`config.mk`:
```
export PLATFORM = sky130hd
export DESIGN_NAME = conv_result_framer
export DESIGN_NICKNAME = d
export VERILOG_FILES = /design/src/rtl/conv_result_framer.sv
export SDC_FILE = /design/constraint.sdc
export NUM_CORES = 1
export LEC_CHECK = 0
export CORE_ASPECT_RATIO = 1.1
export CORE_MARGIN = 2
export CORE_UTILIZATION = 50
export DETAILED_ROUTE_END_ITERATION = 8
export PLACE_DENSITY = 0.7
export SLEW_MARGIN = 20
export SYNTH_ARGS = -nofsm -noshare
export SYNTH_HDL_FRONTEND = slang
export SYNTH_SLANG_ARGS = --single-unit
```
`constraint.sdc`:
```
create_clock -name clk -period 2.8 [get_ports clk]
set_input_delay 0.28 -clock clk [delete_from_list [all_inputs] [get_ports clk]]
set_output_delay 0.28 -clock clk [all_outputs]
set_load 0.02 [all_outputs]
```
`src/rtl/conv_result_framer.sv`:
```
// Frames filtered convolution pixels: optional binarisation, row/frame end tagging,
// and a first-word fall-through FIFO with a valid/ready handshake toward the image writer.
module conv_result_framer #(
  parameter int IM_SIZE    = 32,
  parameter int FIFO_DEPTH = 8
) (
  input  logic       clk,
  input  logic       rst,
  input  logic       frame_start,
  input  logic       thresh_en,
  input  logic [7:0] threshold,
  input  logic [7:0] data_i,
  input  logic       data_write,
  output logic [7:0] pix_o,
  output logic       pix_eol,
  output logic       pix_eof,
  output logic       pix_valid,
  input  logic       pix_ready,
  output logic       overflow,
  output logic       busy,
  output logic       frame_done
);

  localparam int OUT_DIM = IM_SIZE - 2;
  localparam int CW      = (OUT_DIM > 1) ? $clog2(OUT_DIM) : 1;
  localparam int AW      = (FIFO_DEPTH > 1) ? $clog2(FIFO_DEPTH) : 1;
  localparam logic [CW-1:0] LAST_IDX = CW'(OUT_DIM - 1);
  localparam logic [AW:0]   DEPTH_C  = (AW + 1)'(FIFO_DEPTH);

  typedef enum logic [1:0] {IDLE, RUN, DRAIN, DONE} state_t;

  state_t        state, state_nxt;
  logic [CW-1:0] col, row;
  logic          thresh_en_q;
  logic [7:0]    threshold_q;
  logic [9:0]    mem [FIFO_DEPTH];
  logic [AW-1:0] wr_ptr, rd_ptr;
  logic [AW:0]   count;

  logic       start_ok, capture, full, empty, push, pop, eol, eof;
  logic [7:0] pix_val;
  logic [9:0] head;

  assign start_ok = (state == IDLE) && frame_start;
  assign capture  = (state == RUN) && data_write;
  assign full     = (count == DEPTH_C);
  assign empty    = (count == '0);
  assign pop      = !empty && pix_ready;
  // A full FIFO still takes a pixel when the head leaves in the same cycle.
  assign push     = capture && (!full || pop);
  assign eol      = (col == LAST_IDX);
  assign eof      = eol && (row == LAST_IDX);
  assign pix_val  = thresh_en_q ? ((data_i >= threshold_q) ? 8'hFF : 8'h00) : data_i;

  // NOTE: always_comb assigns every output a default first, so no path can infer a latch.
  always_comb begin
    state_nxt = state;
    case (state)
      IDLE:    if (frame_start) state_nxt = RUN;
      RUN:     if (capture && eof) state_nxt = DRAIN;
      DRAIN:   if (empty) state_nxt = DONE;
      DONE:    state_nxt = IDLE;
      default: state_nxt = IDLE;
    endcase
  end

  // NOTE: sequential state uses non-blocking assignments so every flop samples pre-edge values.
  always_ff @(posedge clk) begin
    if (rst) state <= IDLE;
    else     state <= state_nxt;
  end

  always_ff @(posedge clk) begin
    if (rst) begin
      col         <= '0;
      row         <= '0;
      overflow    <= 1'b0;
      thresh_en_q <= 1'b0;
      threshold_q <= '0;
    end else if (start_ok) begin
      col         <= '0;
      row         <= '0;
      overflow    <= 1'b0;
      thresh_en_q <= thresh_en;
      threshold_q <= threshold;
    end else if (capture) begin
      // Position advances even for dropped pixels so tags stay aligned and the frame ends.
      if (eol) begin
        col <= '0;
        row <= eof ? '0 : row + 1'b1;
      end else begin
        col <= col + 1'b1;
      end
      if (full && !pop) overflow <= 1'b1;
    end
  end

  always_ff @(posedge clk) begin
    if (rst) begin
      wr_ptr <= '0;
      rd_ptr <= '0;
      count  <= '0;
    end else begin
      if (push) wr_ptr <= wr_ptr + 1'b1;
      if (pop)  rd_ptr <= rd_ptr + 1'b1;
      case ({push, pop})
        2'b10:   count <= count + 1'b1;
        2'b01:   count <= count - 1'b1;
        default: count <= count;
      endcase
    end
  end

  // NOTE: the storage array is not reset; outputs are gated by pix_valid so stale entries never show.
  always_ff @(posedge clk) begin
    if (push) mem[wr_ptr] <= {eof, eol, pix_val};
  end

  assign head       = mem[rd_ptr];
  assign pix_valid  = !empty;
  assign pix_o      = pix_valid ? head[7:0] : 8'h00;
  assign pix_eol    = pix_valid && head[8];
  assign pix_eof    = pix_valid && head[9];
  assign busy       = (state != IDLE);
  assign frame_done = (state == DONE);

endmodule
```
==> results of run 1 <==
## worst max-delay path: cells and delay by family (launching register included)
| kind | cells | cell delay, ns |
|---|---|---|
| mux | 2 | 0.66 |
| flops | 1 | 0.40 |
| simple gates | 1 | 0.09 |
| buf+inv | 2 | 0.71 |
## metal layers
layer	wire, um	up-vias	global-route usage, %
li1	-	1533	-
met1	4600	1519	26.6
met2	4870	91	31.2
met3	492	14	5.23
met4	166	0	8.61
met5	0	-	0
## power by group
group / leakage [nW] / internal [mW] / switching (mW) / total, mW
clock network: 0.296 / 1.45 / 0.783 / 2.24
registers: 1.01 / 1.99 / 0.0983 / 2.09
logic: 0.920 / 0.824 / 0.978 / 1.80
## cells in the final DEF (no fill, tap or decap), types with 7 or more instances in the layout
cell type and n:
edfxtp_1 80, ha_1 21, dfxtp_1 34, mux4_2 20, o21ai_0 17, nor2_1 39, a21oi_1 16, mux2i_1 11
clkdlybuf4s50_1 34, o211ai_1 9, clkbuf_16 17, nand3_1 9, buf_4 13, inv_1 19, xor2_1 8, nand2b_1 7
nand2_1 29
## flip-flops by register name (all words and copies together) (netlist names), named ones only
| register | flops |
|---|---|
| col | 5 |
| overflow | 1 |
| wr_ptr | 3 |
| state | 2 |
| row | 5 |
| rd_ptr | 3 |
| count | 4 |
| mem | 80 |
| thresh_en_q | 1 |
| threshold_q | 8 |
## logic make-up (layout without fill, tap and decap cells)
group / after synthesis / count (layout) / synth area share, %
simple gates: 103 / 103 / 9.21
xor+xnor: 12 / 12 / 2.05
flops: 115 / 115 / 60.6
compound gates: 63 / 63 / 8.40
fa+ha+maj: 22 / 22 / 5.52
buf+inv: 36 / 102 / 2.69
mux: 34 / 34 / 11.6
## final cells by class
cell class	instances	area, um^2	area share (%)
flip-flops and latches	115	3100	49.0
multi-input cells	234	1890	29.8
repair buffers	50	495	7.83
clock buffers	17	414	6.54
clock inverters	15	205	3.24
well taps	120	150	2.37
inverters	20	75.1	1.19
## metrics by stage
step	setup slack, ns	util, %
after floorplan	0.292	-
after detailed placement	0.219	57.2
after CTS	0.0347	63.4
after global routing	0.00852	63.7
final	0.129	63.7
after global placement	0.324	57.2
## repair_timing
| item | 4_1_cts | 5_1_grt |
|---|---|---|
| gates resized for setup | 1 | 2 |
| endpoints found under the setup margin | 1 | 3 |
| gates cloned | 0 | 1 |
| pin swaps | 0 | 0 |
| setup buffers | 0 | 0 |
## path summary, 6_finish.rpt
kind | startpoint | end | slack [ns]
setup / recovery | flop | pix_o[6] | 0.13
hold / removal | threshold[7] | threshold_q[7] | 0.31
setup reg to reg | count[2] | count[3] | 0.40
hold reg to reg | threshold_q[3] | threshold_q[3] | 0.46
==> flow_summary.yaml, run 1 <==
synthesis:
  synth_common_cells: "80 x edfxtp_1, 39 x nor2_1, 35 x dfxtp_1, 29 x nand2_1, 21 x ha_1"
  yosysTopAreaCell: "edfxtp_1"
  syn_area_per_cell_um2: 13.3
  ys_ff_latch: 115
  synth-seq-area-share_pct: 60.6
  synth_warnings: 0
  synth_fp_nets: 429
  async_reset_ff_share_pct: 0
  synth_edf_count: 80
  netlist_instances: 385
  synth_area_leaders: "edfxtp_1 47%, dfxtp_1 14%, mux4_2 8.8%, ha_1 5.1%, nor2_1 2.9%"
  ys.flop_type: "edfxtp_1"
  netlist_area_um2: 5120
  synth.top_cell.area_share_pct: 46.9
  synth_most_common_cell: "edfxtp_1"
  ys_types: 43
timing:
  skew_ns: 0.00685
  drv_slew: 0
  whs_ns: 0.311
  rsz0062_at_grt: "no"
  fmax_ghz: 0.374
  post-route-min-period_ns: 2.67
  setup_viol: 0
  max_slew_margin_pct: 46.1
  tns_ns: 0
  tightestPinTransition_ns: 0.800
  hold_viol: 0
  period_share_pct: 95.4
power_and_ir_drop:
  totalPowerFinal_mw: 6.12
  ir_worst_vdd_v: 0.000600
  p_leak_nw: 2.23
  power_density_nw_per_um2: 967
grt:
  antenna_found_initial: 0
  grt.total_usage_pct: 20.0
  grt_pass1_wl_um: 16200
  grt_max_degree: 25
  globalRouteOverflowTotal: 0
  grt_pass1_vias: 3164
floorplanning:
  start_util_pct: 51.6
  die_area_um2: 11100
  die_height_um: 110
  core_area_um2: 9940
  num_rows: 38
  ioPinCount: 36
  die_x_um: 101
hold_path:
  hold_path_class: "input port to flop"
  worstHoldPathCells: 3
detailed_routing:
  via_per_inst: 5.53
  postRouteAntennaNets: 0
  first_iter_violations: 346
  wl_per_cell_um: 17.7
  wl_um: 10100
  drc: 0
  routed-via-count: 3157
  firstDrtPassIters: 5
final_layout:
  syn_to_final_growth_pct: 23.6
  nFillCells: 724
  antennaDiodeCount: 0
  fin_area_um2: 6330
  fin_nets: 482
  drive_gt1_share_pct: 17.1
  finalNonFillerCells: 571
clock_tree:
  htreeDepth: 4
  clock_sinks: 115
  clk_latency_ns: 0.52
  cts_tree: "done"
  cts_hold_buf: 0
  root_buffer: "clkbuf_8"
  cts_made_buffers: 17
  path_clk_slew_ns: 0.06
  cts_max_path_buffers: 2
setup_path:
  worstPathArrival_ns: 2.39
  crit_chain: "buf_12 -> mux4_2 -> mux2i_1 -> nor2_1 -> clkdlybuf4s50_1"
  cp.required_ns: 2.52
  startpoint_type: "flop"
  cp_max_fo: 10
  worstRegToRegCells: 10
  slowest_stage: "clkdlybuf4s50_1"
  max_stage_delay_ns: 0.54
  crit_type: "flop to primary output"
  cp-end-kind: "primary output"
place:
  place_area_um2: 5680
  dp.cells: 538
  hpwlAfterDp_um: 6610
  io_buffers: 35
  place.gp.congestion: 0.760
outcome:
  status: "finished, final reports clean"
job:
  maxCapViolCount: 0
No activity file was read; power rests on OpenSTA's default activity.
==> inputs of run 2 (changes only) <==
- REMOVE_ABC_BUFFERS: not set -> 1
==> flow_summary.yaml, run 2 (synthesis results as in run 1) <==
detailed_routing:
  wl_per_cell_um: 17.4
  drc: 0
  first_iter_violations: 228
  firstDrtPassIters: 4
  routed-via-count: 3203
  via_per_inst: 5.61
  postRouteAntennaNets: 0
  wl_um: 9950
final_layout:
  largest_reg_flops: 80
  fin_nets: 482
  antennaDiodeCount: 0
  drive_gt1_share_pct: 16.6
  syn_to_final_growth_pct: 22.8
  top_register: "mem"
  finalNonFillerCells: 571
  final_cell_mix: "80 x edfxtp_1, 39 x nor2_1, 34 x dfxtp_1, 34 x clkdlybuf4s50_1, 29 x nand2_1"
  final_common_cell: "edfxtp_1"
  top_regs: "mem x80, threshold_q x8"
timing:
  skew_ns: 0.00617
  period_share_pct: 96.2
  hold_viol: 0
  rsz0062_at_grt: "no"
  drv_slew: 0
  max_slew_margin_pct: 36.0
  post-route-min-period_ns: 2.69
  fmax_ghz: 0.371
  tns_ns: 0
  tightestPinTransition_ns: 0.949
  setup_viol: 0
power_and_ir_drop:
  totalPowerFinal_mw: 5.98
  ir_worst_vdd_v: 0.000539
  p_leak_nw: 2.20
  power_density_nw_per_um2: 950
clock_tree:
  htreeDepth: 4
  cts_max_path_buffers: 2
  clk_latency_ns: 0.52
  cts-resized-gates: 0
  cts_tree: "done"
  clock_sinks: 115
  cts_made_buffers: 17
  postCtsSetupRepairBufs: 0
  root_buffer: "clkbuf_8"
  path_clk_slew_ns: 0.06
  cts_hold_buf: 0
setup_path:
  max_stage_delay_ns: 0.54
  slowest_stage: "clkdlybuf4s50_1"
  cp-end-kind: "primary output"
  rrSetupSlack_ns: 0.38
  rr_startpoint: "state[1]"
  cp_max_fo: 10
  crit_chain: "buf_12 -> mux4_2 -> mux2i_2 -> nor2_1 -> clkdlybuf4s50_1"
  crit_buf_inv: 2
  timing.rr.end: "count[3]"
  critical-path-top-delay-family: "multiplexers"
  worstPathArrival_ns: 2.41
  worstRegToRegCells: 10
  cp.depth: 5
  startpoint_type: "flop"
  crit_type: "flop to primary output"
  crit_path_end: "pix_o[7]"
  cp.required_ns: 2.52
floorplanning:
  core_area_um2: 9940
  ioPinCount: 36
  die_height_um: 110
  start_util_pct: 51.6
  num_rows: 38
  die_area_um2: 11100
  die_x_um: 101
place:
  dp.cells: 538
  io_buffers: 35
  place.gp.congestion: 0.708
  hpwlAfterDp_um: 6390
grt:
  grt_pass1_wl_um: 15800
  antenna_found_initial: 0
  globalRouteOverflowTotal: 0
  grt_max_degree: 25
  grt.total_usage_pct: 19.6
  grt_pass1_vias: 3103
outcome:
  status: "finished, final reports clean"
hold_path:
  worstHoldPathCells: 3
  hold_path_class: "input port to flop"
job:
  maxCapViolCount: 0
==> run 2: changes by cell type in the layout (fill, tap and decap cells not counted), sizes merged <==
| cell | before | now |
|---|---|---|
| clkinvlp | 3 | 5 |
| inv | 24 | 20 |
| clkbuf | 18 | 19 |
| bufinv | 4 | 3 |
| clkinv | 4 | 6 |
==> run 2: tightest hold or removal path, stage by stage <==
cell and delay [ns]:
clkdlybuf4s50_1 0.39, nand2_1 0.05, a21oi_1 0.05
==> run 2: layer usage <==
metal	wire length (um)	GRT usage, %
met1	4400	25.2
met2	4870	30.8
met3	541	6.18
met4	137	8.71
met5	0	0
==> run 2: per-stage QoR <==
step | hold WS (ns) | utilization (%) | instance area, um^2 | worst slack, ns
detailed placement | 0.450 | 57.2 | 5680 | 0.179
global route | 0.295 | 63.3 | 6290 | 0.0143
CTS | 0.282 | 63.0 | 6260 | 0.0402
finish | 0.309 | 63.3 | 6290 | 0.106
global placement | 0.445 | 57.2 | 5680 | 0.315
floorplan | 0.349 | - | 5060 | 0.403
==> run 2: cell type report <==
class | count | area (um^2)
sequential | 115 | 3100
multi-input combinational | 234 | 1890
tap | 120 | 150
clock inverter | 14 | 164
fill | 735 | 3640
inverter | 20 | 75.1
clock buffer | 18 | 418
timing repair buffer | 50 | 495
==> run 2: how the worst min path moves through the flow <==
stage / from / endpoint / slack, ns
final: threshold[7] / threshold_q[7] / 0.31
after global routing: threshold[4] / threshold_q[4] / 0.29
after CTS: threshold[7] / threshold_q[7] / 0.28
after detailed placement: threshold_q[6] / threshold_q[6] / 0.45
after global placement: threshold_q[1] / threshold_q[1] / 0.45
after floorplan: rst / thresh_en_q / 0.35
==> run 2: power breakdown <==
part	leakage, nW	total, mW	internal [mW]	switching (mW)
registers	1.01	2.09	1.99	0.0973
clock network	0.270	2.09	1.35	0.746
logic	0.920	1.80	0.828	0.973
total	2.20	5.98	4.16	1.82
